## src/rtl/letc_core_hazard_ctrl_if.sv

```systemverilog
// Decode, writeback and back-end status into the hazard controller, and the
// per-stage stall/flush/issue controls out of it.
interface letc_core_hazard_ctrl_if;
  logic       d_valid;
  logic [4:0] d_rs1_idx;
  logic [4:0] d_rs2_idx;
  logic       d_rs1_used;
  logic       d_rs2_used;
  logic [4:0] d_rd_idx;
  logic       d_rd_we;
  logic       d_serialize;
  logic       wb_valid;
  logic       wb_rd_we;
  logic [4:0] wb_rd_idx;
  logic       backend_empty;
  logic       redirect;
  logic       mem_stall;

  logic       stall_f1;
  logic       stall_f2;
  logic       stall_d;
  logic       stall_e1;
  logic       stall_e2;
  logic       flush_f1;
  logic       flush_f2;
  logic       flush_d;
  logic       d_issue;

  modport master (
    output d_valid, d_rs1_idx, d_rs2_idx, d_rs1_used, d_rs2_used,
           d_rd_idx, d_rd_we, d_serialize, wb_valid, wb_rd_we, wb_rd_idx,
           backend_empty, redirect, mem_stall,
    input  stall_f1, stall_f2, stall_d, stall_e1, stall_e2,
           flush_f1, flush_f2, flush_d, d_issue
  );

  modport slave (
    input  d_valid, d_rs1_idx, d_rs2_idx, d_rs1_used, d_rs2_used,
           d_rd_idx, d_rd_we, d_serialize, wb_valid, wb_rd_we, wb_rd_idx,
           backend_empty, redirect, mem_stall,
    output stall_f1, stall_f2, stall_d, stall_e1, stall_e2,
           flush_f1, flush_f2, flush_d, d_issue
  );
endinterface

```

## src/rtl/letc_core_hazard_ctrl.sv

```systemverilog
// LETC pipeline sequencing: register scoreboard, CSR/fence drain FSM and
// conversion of redirect / memory back-pressure into stage stalls and flushes.
module letc_core_hazard_ctrl #(
  parameter int CNT_W = 2
) (
  input logic                  clk,
  input logic                  rst_n,
  letc_core_hazard_ctrl_if.slave bus
);

  localparam logic [CNT_W-1:0] CNT_MAX = '1;

  typedef enum logic {RUN, DRAIN} ser_state_e;

  ser_state_e       state;
  logic [CNT_W-1:0] cnt [32];

  logic raw_hz, sat_hz, ser_hz, d_hz, hold_d, issue, inc, dec;

  // NOTE: every variable gets a value on every path through always_comb, so no latch is inferred.
  always_comb begin
    raw_hz = bus.d_valid &
             ((bus.d_rs1_used & (cnt[bus.d_rs1_idx] != '0)) |
              (bus.d_rs2_used & (cnt[bus.d_rs2_idx] != '0)));
    sat_hz = bus.d_valid & bus.d_rd_we & (bus.d_rd_idx != 5'd0) &
             (cnt[bus.d_rd_idx] == CNT_MAX);
    ser_hz = (state == DRAIN) |
             (bus.d_valid & bus.d_serialize & ~bus.backend_empty);
    d_hz   = raw_hz | sat_hz | ser_hz;
    hold_d = bus.mem_stall | d_hz;
    issue  = bus.d_valid & ~hold_d & ~bus.redirect;
    inc    = issue & bus.d_rd_we & (bus.d_rd_idx != 5'd0);
    dec    = bus.wb_valid & bus.wb_rd_we & (bus.wb_rd_idx != 5'd0);
  end

  // Flush beats stall: a redirect releases every front-end stall.
  assign bus.stall_e1 = bus.mem_stall;
  assign bus.stall_e2 = bus.mem_stall;
  assign bus.stall_d  = hold_d & ~bus.redirect;
  assign bus.stall_f2 = hold_d & ~bus.redirect;
  assign bus.stall_f1 = hold_d & ~bus.redirect;
  assign bus.flush_f1 = bus.redirect;
  assign bus.flush_f2 = bus.redirect;
  assign bus.flush_d  = bus.redirect;
  assign bus.d_issue  = issue;

  // NOTE: the scoreboard is a small flop array, not a RAM, so it is cleared by reset like any register.
  always_ff @(posedge clk or negedge rst_n) begin
    if (!rst_n) begin
      state <= RUN;
      for (int i = 0; i < 32; i++) cnt[i] <= '0;
    end else begin
      // NOTE: non-blocking assignments so all state updates see pre-edge values.
      case (state)
        RUN:     if (bus.d_valid && bus.d_serialize && !bus.backend_empty && !bus.redirect)
                   state <= DRAIN;
        DRAIN:   if (bus.backend_empty || bus.redirect) state <= RUN;
        default: state <= RUN;
      endcase

      // Entry 0 is never written, so x0 never looks busy.
      for (int i = 1; i < 32; i++) begin
        if (inc && bus.d_rd_idx == 5'(i) && !(dec && bus.wb_rd_idx == 5'(i)))
          cnt[i] <= cnt[i] + 1'b1;
        else if (dec && bus.wb_rd_idx == 5'(i) && !(inc && bus.d_rd_idx == 5'(i)) &&
                 cnt[i] != '0)
          cnt[i] <= cnt[i] - 1'b1;
      end
    end
  end

  // A writeback of a register with nothing in flight is a protocol error.
  wb_underflow_a: assert property (@(posedge clk) disable iff (!rst_n)
    (bus.wb_valid && bus.wb_rd_we && bus.wb_rd_idx != 5'd0) |-> cnt[bus.wb_rd_idx] != '0);

endmodule

```

## src/flat_wrapper.sv

```systemverilog
// flat-port wrapper written by rule: the top's interface ports become plain ports
module letc_core_hazard_ctrl_flat 
#(
  parameter int CNT_W = 2
)
  (clk, rst_n, bus_d_valid, bus_d_rs1_idx, bus_d_rs2_idx, bus_d_rs1_used, bus_d_rs2_used, bus_d_rd_idx, bus_d_rd_we, bus_d_serialize, bus_wb_valid, bus_wb_rd_we, bus_wb_rd_idx, bus_backend_empty, bus_redirect, bus_mem_stall, bus_stall_f1, bus_stall_f2, bus_stall_d, bus_stall_e1, bus_stall_e2, bus_flush_f1, bus_flush_f2, bus_flush_d, bus_d_issue);
  letc_core_hazard_ctrl_if bus_i ();
  input logic clk;
  input logic rst_n;
  input wire logic [$bits(bus_i.d_valid)-1:0] bus_d_valid;
  input wire logic [$bits(bus_i.d_rs1_idx)-1:0] bus_d_rs1_idx;
  input wire logic [$bits(bus_i.d_rs2_idx)-1:0] bus_d_rs2_idx;
  input wire logic [$bits(bus_i.d_rs1_used)-1:0] bus_d_rs1_used;
  input wire logic [$bits(bus_i.d_rs2_used)-1:0] bus_d_rs2_used;
  input wire logic [$bits(bus_i.d_rd_idx)-1:0] bus_d_rd_idx;
  input wire logic [$bits(bus_i.d_rd_we)-1:0] bus_d_rd_we;
  input wire logic [$bits(bus_i.d_serialize)-1:0] bus_d_serialize;
  input wire logic [$bits(bus_i.wb_valid)-1:0] bus_wb_valid;
  input wire logic [$bits(bus_i.wb_rd_we)-1:0] bus_wb_rd_we;
  input wire logic [$bits(bus_i.wb_rd_idx)-1:0] bus_wb_rd_idx;
  input wire logic [$bits(bus_i.backend_empty)-1:0] bus_backend_empty;
  input wire logic [$bits(bus_i.redirect)-1:0] bus_redirect;
  input wire logic [$bits(bus_i.mem_stall)-1:0] bus_mem_stall;
  output wire logic [$bits(bus_i.stall_f1)-1:0] bus_stall_f1;
  output wire logic [$bits(bus_i.stall_f2)-1:0] bus_stall_f2;
  output wire logic [$bits(bus_i.stall_d)-1:0] bus_stall_d;
  output wire logic [$bits(bus_i.stall_e1)-1:0] bus_stall_e1;
  output wire logic [$bits(bus_i.stall_e2)-1:0] bus_stall_e2;
  output wire logic [$bits(bus_i.flush_f1)-1:0] bus_flush_f1;
  output wire logic [$bits(bus_i.flush_f2)-1:0] bus_flush_f2;
  output wire logic [$bits(bus_i.flush_d)-1:0] bus_flush_d;
  output wire logic [$bits(bus_i.d_issue)-1:0] bus_d_issue;
  assign bus_i.d_valid = bus_d_valid;
  assign bus_i.d_rs1_idx = bus_d_rs1_idx;
  assign bus_i.d_rs2_idx = bus_d_rs2_idx;
  assign bus_i.d_rs1_used = bus_d_rs1_used;
  assign bus_i.d_rs2_used = bus_d_rs2_used;
  assign bus_i.d_rd_idx = bus_d_rd_idx;
  assign bus_i.d_rd_we = bus_d_rd_we;
  assign bus_i.d_serialize = bus_d_serialize;
  assign bus_i.wb_valid = bus_wb_valid;
  assign bus_i.wb_rd_we = bus_wb_rd_we;
  assign bus_i.wb_rd_idx = bus_wb_rd_idx;
  assign bus_i.backend_empty = bus_backend_empty;
  assign bus_i.redirect = bus_redirect;
  assign bus_i.mem_stall = bus_mem_stall;
  assign bus_stall_f1 = bus_i.stall_f1;
  assign bus_stall_f2 = bus_i.stall_f2;
  assign bus_stall_d = bus_i.stall_d;
  assign bus_stall_e1 = bus_i.stall_e1;
  assign bus_stall_e2 = bus_i.stall_e2;
  assign bus_flush_f1 = bus_i.flush_f1;
  assign bus_flush_f2 = bus_i.flush_f2;
  assign bus_flush_d = bus_i.flush_d;
  assign bus_d_issue = bus_i.d_issue;
  letc_core_hazard_ctrl #(.CNT_W(CNT_W)) u_core (.clk(clk), .rst_n(rst_n), .bus(bus_i));
endmodule
```

## config.mk

```make
export PLATFORM = sky130hd
export DESIGN_NAME = letc_core_hazard_ctrl_flat
export DESIGN_NICKNAME = d
export VERILOG_FILES = /design/src/rtl/letc_core_hazard_ctrl_if.sv /design/src/rtl/letc_core_hazard_ctrl.sv /design/src/flat_wrapper.sv
export SDC_FILE = /design/constraint.sdc
export NUM_CORES = 1
export LEC_CHECK = 0
export ABC_AREA = 1
export ABC_CLOCK_PERIOD_IN_PS = 2220
export CAP_MARGIN = 20
export CORE_ASPECT_RATIO = 2
export CORE_MARGIN = 2
export CORE_UTILIZATION = 40
export DETAILED_ROUTE_END_ITERATION = 8
export DONT_BUFFER_PORTS = 1
export PLACE_DENSITY = 0.59
export REMOVE_ABC_BUFFERS = 1
export SYNTH_ARGS = -nofsm -noshare
export SYNTH_HDL_FRONTEND = slang
export SYNTH_SLANG_ARGS = --single-unit
```

## constraint.sdc

```tcl
create_clock -name clk -period 2.22 [get_ports clk]
set_input_delay 0.333 -clock clk [delete_from_list [all_inputs] [get_ports clk]]
set_output_delay 0.333 -clock clk [all_outputs]
set_load 0.02 [all_outputs]
```

## Word level (Yosys, flattened, before mapping)

Cells that the tools add are included.

| word-level totals | value |
|---|---|
| bits in registers | 63 |
| bits in latches | 0 |
| RAM bits | 0 |
| bits in read-only memories | 0 |
| bits of input ports | 32 |
| output and inout bits | 9 |
| logic and storage cells | 550 |
| memories | 0 |

| operators by class | value |
|---|---|
| $add $sub $neg | 62 |
| multiply operators | 0 |
| div/mod/pow operators | 0 |
| $lt $le $gt $ge | 3 |
| equal/unequal tests | 63 |
| shifts and indexed selects | 0 |
| mux-type cells | 74 |
| bitwise operators | 27 |
| reduce and logical (&&, ||, !) cells | 289 |

Operators by type and width:

| kind | count |
|---|---|
| 5-bit == test, second input constant | 32 |
| 1-bit logical AND | 158 |
| 2-bit 2-to-1 mux | 68 |
| 2-bit nonzero test | 64 |
| 5-bit by 4-bit == test with 1-bit output, second input constant | 16 |
| 1-bit logical NOT | 64 |
| 2-bit by 1-bit adder with 2-bit output, second input constant | 31 |
| 2-bit by 1-bit subtractor with 2-bit output, second input constant | 31 |
| 5-bit by 3-bit == test with 1-bit output, second input constant | 8 |
| 2-bit binary-select mux with 5-bit select | 3 |
| 5-bit by 2-bit == test with 1-bit output, second input constant | 4 |
| 6-bit greater-or-equal comparator, second input constant | 3 |
| 5-bit NOT with 6-bit output | 3 |
| 1-bit bitwise AND | 15 |
| 5-bit by 1-bit == test with 1-bit output, second input constant | 2 |
| 5-bit nonzero test | 2 |
| 1-bit OR | 5 |
| 1-bit NOT | 4 |
| 2-bit == test, second input constant | 1 |
| 1-bit 2-to-1 mux | 2 |
| 1-bit one-hot mux with 2 select lines | 1 |
| 1-bit logical OR | 1 |

## Longest topological paths before layout

| logic depth | value |
|---|---|
| depth after elaboration | 22 |
| depth in mapped cells | 22 |
| depth with buffers taken out | 20 |

## Worst setup path after synthesis

OpenSTA, ideal clock, no wires.

| timing path | value |
|---|---|
| path kind | input to output |
| start point | input port bus_d_rd_idx[4] |
| end point | output port bus_stall_f1 |
| arrival | 1.968 ns |
| data required time | 1.887 ns |
| slack | -0.081 ns |
| stages | 12 |
| buffers on the path | 2 |
| cells stage by stage | buf_2 -> clkinv_1 -> nand3_1 -> nand2_2 -> inv_2 -> nand2_1 -> inv_1 -> nand3_1 -> nand2_1 -> a21oi_2 -> nor2_1 -> buf_4 |

| between the ends | value |
|---|---|
| longest elaborated chain between the ends | 10 |
| elaborated cells between the ends (all ways) | 12 |
| classes of those cells | eq/ne: 1; mux: 3; bitwise: 7; reduce/logical: 1 |

Ends and longest elaborated chain:

| what | RTL line | text |
|---|---|---|
| start, declared | flat_wrapper.sv:15 | `input wire logic [$bits(bus_i.d_rd_idx)-1:0] bus_d_rd_idx;` |
| 5-bit NOT with 6-bit output (implied by the code) | letc_core_hazard_ctrl.sv:26 | `(cnt[bus.d_rd_idx] == CNT_MAX);` |
| 2-bit binary-select mux with 5-bit select | letc_core_hazard_ctrl.sv:26 |  |
| 2-bit 2-to-1 mux (implied by the code) (2 in series) | letc_core_hazard_ctrl.sv:26 |  |
| 2-bit == test | letc_core_hazard_ctrl.sv:26 |  |
| 1-bit bitwise AND * | letc_core_hazard_ctrl.sv:25 | `sat_hz = bus.d_valid & bus.d_rd_we & (bus.d_rd_idx != 5'd0) &` |
| 1-bit OR * (2 in series) | letc_core_hazard_ctrl.sv:29 | `d_hz = raw_hz \| sat_hz \| ser_hz;` |
| 1-bit OR * | letc_core_hazard_ctrl.sv:30 | `hold_d = bus.mem_stall \| d_hz;` |
| 1-bit bitwise AND * | n/a |  |
| end, declared | flat_wrapper.sv:24 | `output wire logic [$bits(bus_i.stall_f1)-1:0] bus_stall_f1;` |

Mark *: on every way between the ends. The rest lies on a longest branch, timed or not. The select of a mux whose other input is x is not followed.

## Worst setup path in the final report

| timing path | value |
|---|---|
| start point | register u_core.cnt[55] (netlist bit) |
| end point | output port bus_stall_f1 |

| between the ends | value |
|---|---|
| longest elaborated chain between the ends | 11 |
| elaborated cells between the ends (all ways) | 21 |
| classes of those cells | eq/ne: 1; mux: 9; bitwise: 9; reduce/logical: 2 |

Ends and longest elaborated chain:

| what | RTL line | text |
|---|---|---|
| start, declared | letc_core_hazard_ctrl.sv:16 | `logic [CNT_W-1:0] cnt [32];` |
| start signal, assigned by index | letc_core_hazard_ctrl.sv:64 | `cnt[i] <= cnt[i] + 1'b1;` |
| start signal, assigned by index | letc_core_hazard_ctrl.sv:67 | `cnt[i] <= cnt[i] - 1'b1;` |
| 2-bit binary-select mux with 5-bit select, on equally long branches | letc_core_hazard_ctrl.sv:23, letc_core_hazard_ctrl.sv:24 |  |
| 2-bit 2-to-1 mux, on equally long branches (2 in series) | letc_core_hazard_ctrl.sv:23, letc_core_hazard_ctrl.sv:24 |  |
| 2-bit nonzero test, on equally long branches | letc_core_hazard_ctrl.sv:23, letc_core_hazard_ctrl.sv:24 |  |
| 1-bit bitwise AND, on equally long branches | letc_core_hazard_ctrl.sv:23, letc_core_hazard_ctrl.sv:24 |  |
| 1-bit OR | letc_core_hazard_ctrl.sv:23 | `((bus.d_rs1_used & (cnt[bus.d_rs1_idx] != '0)) \|` |
| 1-bit bitwise AND | letc_core_hazard_ctrl.sv:22 | `raw_hz = bus.d_valid &` |
| 1-bit OR * (2 in series) | letc_core_hazard_ctrl.sv:29 |  |
| 1-bit OR * | letc_core_hazard_ctrl.sv:30 |  |
| 1-bit bitwise AND * | n/a |  |

Marks and branches as above.

==> run summary <==
FINAL LAYOUT
----------------------------------------------------------------------------------------
Count of fill cells added during filler insertion                                  1,483
Share of cells above drive strength 1                                             0.1466
# nets final                                                                       1,084
Number of diodes added for antenna fixing                                              0
Area growth from synthesis to layout                                              19.86%

YOSYS
----------------------------------------------------------------------------------------
Most used standard cell by instance count after synthesis                   sky130_fd_sc_hd__nand2_1
Cell count after synthesis                                                           997
Yosys top cell by area                                                      sky130_fd_sc_hd__dfrtp_1
Number of warnings reported in the yosys synthesis log                                 2
Proportion of synthesized flip-flops having asynchronous set or reset              1.000
Share of the synthesized area in the top cell type                                0.2743
Synth unique cells                                                                    24
Number of register bits inferred by synthesis                                         63
Sequential element share of the synthesized area                                  0.2743
Synth Area per Inst                                                           5.764 um^2
Ys flop type                                                                sky130_fd_sc_hd__dfrtp_1
Number of flops mapped to enable cells by yosys                                        0
Cell Area, Synth                                                               5747 um^2
Synth cell count leaders                                                    336 x sky130_fd_sc_hd__nand2_1, 152 x sky130_fd_sc_hd__inv_1, 117 x sky130_fd_sc_hd__nand3_1, 92 x sky130_fd_sc_hd__nor2_1, 81 x sky130_fd_sc_hd__o21ai_0
Main area contributors after synthesis                                      sky130_fd_sc_hd__dfrtp_1 27%, sky130_fd_sc_hd__nand2_1 22%, sky130_fd_sc_hd__nand3_1 10%

CLOCKING
----------------------------------------------------------------------------------------
Clock Sinks                                                                           63
TritonCTS clock tree                                                                done
Skew-Pair Late Insertion Delay                                                    340 ps
Number of buffers created by CTS                                                       9
Number of H-tree levels                                                                3
Maximum clock insertion buffer count                                                   2
CTS Root Buffer Type                                                        sky130_fd_sc_hd__clkbuf_16
CTS clk-pin slew, worst paths                                                      60 ps

TIMING
----------------------------------------------------------------------------------------
Rel. slew slack                                                                   0.5976
Post-layout min period                                                           2481 ps
Share of the cycle needed by the critical path after routing                       1.117
Number of hold violations in the final report                                          0
Unrepaired setup endpoints after global routing                                     true
Final setup vio count                                                                 63
Worst setup skew after layout                                                   8.921 ps
Worst hold slack across all endpoints                                           159.9 ps
Number of slew-limit violations in the final report                                    0
Pin slew with the least headroom to its limit                                   603.0 ps
Highest clock frequency the design can meet                                    403.1 MHz
Final WS setup                                                                 -260.6 ps

POWER AND IR DROP
----------------------------------------------------------------------------------------
Leakage power                                                                   3.424 nW
Power Dens Cells                                                            602.9 nW/um^2
Overall power of the completed layout                                           4.153 mW
Switching part of the total power                                                 0.3474
Clock power frac                                                                   0.348
Gate power share                                                                   0.282
Net switching component of the power                                            1.443 mW
Cell Int Power                                                                  2.710 mW
Power share of the sequential group                                                0.370
Max IR drop VDD                                                                0.3976 mV

PLACEMENT
----------------------------------------------------------------------------------------
Worst slack at placement                                                       -156.1 ps
Total half-perimeter wirelength after legalization and detailed placement      14,590 um
Routability congestion estimate from global placement                             0.9736
Count of input and output buffers                                                      0

SETUP PATH
----------------------------------------------------------------------------------------
Startpoint class of the critical path                                               flop
Endpoint of the most critical register-to-register path                     u_core.cnt[38]
CP required                                                                      1890 ps
Worst setup path startpoint                                                 u_core.cnt[55]
Most common cell on crit path                                               sky130_fd_sc_hd__nand2_1
Crit path cell chain                                                        buf_4 -> nand2_2 -> nand4_1 -> a21oi_2 -> nand2_1 -> nand2_1 -> nand2_1 -> nand3_2 -> nand2_2 -> a21oi_2 -> buf_4 -> nor2_4 -> buf_8
Endpoint of the worst setup timing path                                     bus_stall_f1
Slack of the worst reg-to-reg path                                               -140 ps
Crit-path max cell delay                                                          450 ps
Critical path start-end classification                                      flop to primary output
Buf+Inv Stages, Crit Path                                                              3
Slowest stage cell on the critical path                                     sky130_fd_sc_hd__dfrtp_1
Crit path DAT                                                                    2150 ps
Path depth of the worst reg2reg path                                                  18
Maximum fanout along the worst path                                                    5
Delay-heaviest family, CP                                                   simple AND/OR/NAND/NOR gates
Critical Path End Type                                                      primary output
Depth of the critical timing path with buffers and inverters included                 13
Reg2Reg Launch Point                                                        u_core.cnt[55]

GRT
----------------------------------------------------------------------------------------
Total grt overflow                                                                     0
Number of global-route vias before repair                                          6,538
Maximum number of pins on one net before global-route repair                          64
First-pass GRT wire length                                                     32,320 um
Total global routing track utilization                                            0.2717
Antenna violations before repair                                                       0

RUN STATUS
----------------------------------------------------------------------------------------
Run status                                                                  complete, but fails checks
Failing checks                                                              setup timing

ROUTING
----------------------------------------------------------------------------------------
Drt initial violations                                                               563
Number of detailed-route iterations in the first pass                                  5
Average wire per standard cell                                                  16.20 um
Residual DRC count                                                                     0
Number of nets with antenna violations after routing                                   0
Vias/cell                                                                          5.417
Routed via count                                                                   6,766
Detailed Route WL                                                              20,230 um

DIE
----------------------------------------------------------------------------------------
Floorplan die height                                                            173.5 um
Ports placed on the boundary                                                          41
Total core area                                                              14,200 um^2
Die X                                                                           88.76 um
Die ar.                                                                      15,400 um^2
Starting density of the core                                                      0.4048
Number of cell rows                                                                   62

MIN PATH
----------------------------------------------------------------------------------------
Class of the most critical hold timing path                                 input port to flop

JOB
----------------------------------------------------------------------------------------
Max Cap Viol                                                                           0

[metal layers]
metal,global-route usage,part of all wire,up-vias
li1,-,-,3292
met1,0.3394,0.40,3092
met2,0.4241,0.47,311
met3,0.05619,0.076,71
met4,0.1540,0.055,0
met5,0,0,-
[registers in the layout, summed over array words and instances (netlist names)]
| signal | cells |
|---|---|
| u_core.cnt | 62 |
| u_core.state | 1 |
[power by group through the flow]
stage,registers [mW],logic [mW],clock network [mW]
after floorplan,1.47,0.648,0
after global placement,1.54,1.02,0
after detailed placement,1.53,1.04,0
after CTS,1.51,1.14,1.47
after global routing,1.55,1.32,1.52
final,1.54,1.17,1.45
[placed cells by master, fill, tap and decap left out, types with 9 or more instances in the layout]
cell / Yosys / layout
sky130_fd_sc_hd__nand2_1: 336 / 313
sky130_fd_sc_hd__inv_1: 152 / 148
sky130_fd_sc_hd__nand3_1: 117 / 116
sky130_fd_sc_hd__nor2_1: 92 / 89
sky130_fd_sc_hd__o21ai_0: 81 / 65
sky130_fd_sc_hd__buf_4: 14 / 63
sky130_fd_sc_hd__dfrtp_1: 63 / 53
sky130_fd_sc_hd__nand4_1: 40 / 40
sky130_fd_sc_hd__o21ai_1: 19 / 32
sky130_fd_sc_hd__nand2_2: 2 / 25
sky130_fd_sc_hd__nor3_1: 25 / 25
sky130_fd_sc_hd__dfrtp_2: 0 / 10
sky130_fd_sc_hd__clkbuf_16: 0 / 9
[repair_timing]
item / 4_1_cts / 5_1_grt
hold buffers: 2 / 0
setup endpoints to repair: 54 / 66
resized for setup: 26 / 44
hold endpoints to repair: 63 / 0
cloned: 3 / 0
setup buffers: 8 / 1
pin swaps: 2 / 11
[through the flow]
stage / setup TNS (ps) / utilization / area [um^2] / std cells
2_1_floorplan: -8910 / - / 5528 / 966
3_3_place_gp: -3573 / 0.4403 / 6251 / 1219
3_5_place_dp: -5066 / 0.4403 / 6251 / 1219
4_1_cts: -1795 / 0.4796 / 6808 / 1248
5_1_grt: -14100 / 0.4852 / 6888 / 1249
6_report: -6207 / 0.4852 / 6888 / 1249
[how the worst min path moves through the flow]
stage          slack (ps)          from        endpoint  cells past startpoint
6_report              160  bus_redirect    u_core.state                      3
3_3_place_gp           40         rst_n  u_core.cnt[16]                      0
5_1_grt               180  bus_redirect    u_core.state                      3
3_5_place_dp           40         rst_n  u_core.cnt[16]                      0
4_1_cts               160  bus_redirect    u_core.state                      3
2_1_floorplan          40         rst_n   u_core.cnt[0]                      0
[worst reg2reg max path, stage by stage, from the launching register on]
cell and delay, ps:
sky130_fd_sc_hd__dfrtp_1 450, sky130_fd_sc_hd__buf_4 170, sky130_fd_sc_hd__nand2_2 60, sky130_fd_sc_hd__nand4_1 120, sky130_fd_sc_hd__a21oi_2 190, sky130_fd_sc_hd__nand2_1 100, sky130_fd_sc_hd__nand2_1 70, sky130_fd_sc_hd__nand2_1 60
sky130_fd_sc_hd__nand3_2 80, sky130_fd_sc_hd__nand2_2 60, sky130_fd_sc_hd__inv_2 80, sky130_fd_sc_hd__nand3_4 100, sky130_fd_sc_hd__nor2_8 180, sky130_fd_sc_hd__buf_12 180, sky130_fd_sc_hd__nand2_1 100, sky130_fd_sc_hd__nand2_1 100
sky130_fd_sc_hd__nand2_1 60, sky130_fd_sc_hd__nand2_1 60, sky130_fd_sc_hd__nand2_1 50
[cell type report]
| type | count | area [um^2] | area share |
|---|---|---|---|
| sequential | 63 | 1589 | 0.2307 |
| multi-input combinational | 745 | 3456 | 0.5017 |
| tap | 192 | 240.2 | 0.03488 |
| inverter | 158 | 595.6 | 0.08647 |
| timing repair buffer | 75 | 715.7 | 0.1039 |
| clock buffer | 12 | 246.5 | 0.03579 |
| clock inverter | 4 | 45.04 | 0.006540 |
[kinds of logic (layout without fill, tap and decap cells)]
logic type      Yosys count  after routing  synth area share
compound gates          118            118            0.1069
buf+inv                 189            249            0.1413
flops                    63             63            0.2743
simple gates            627            627            0.4775
(Power assumes the default switching activity.)
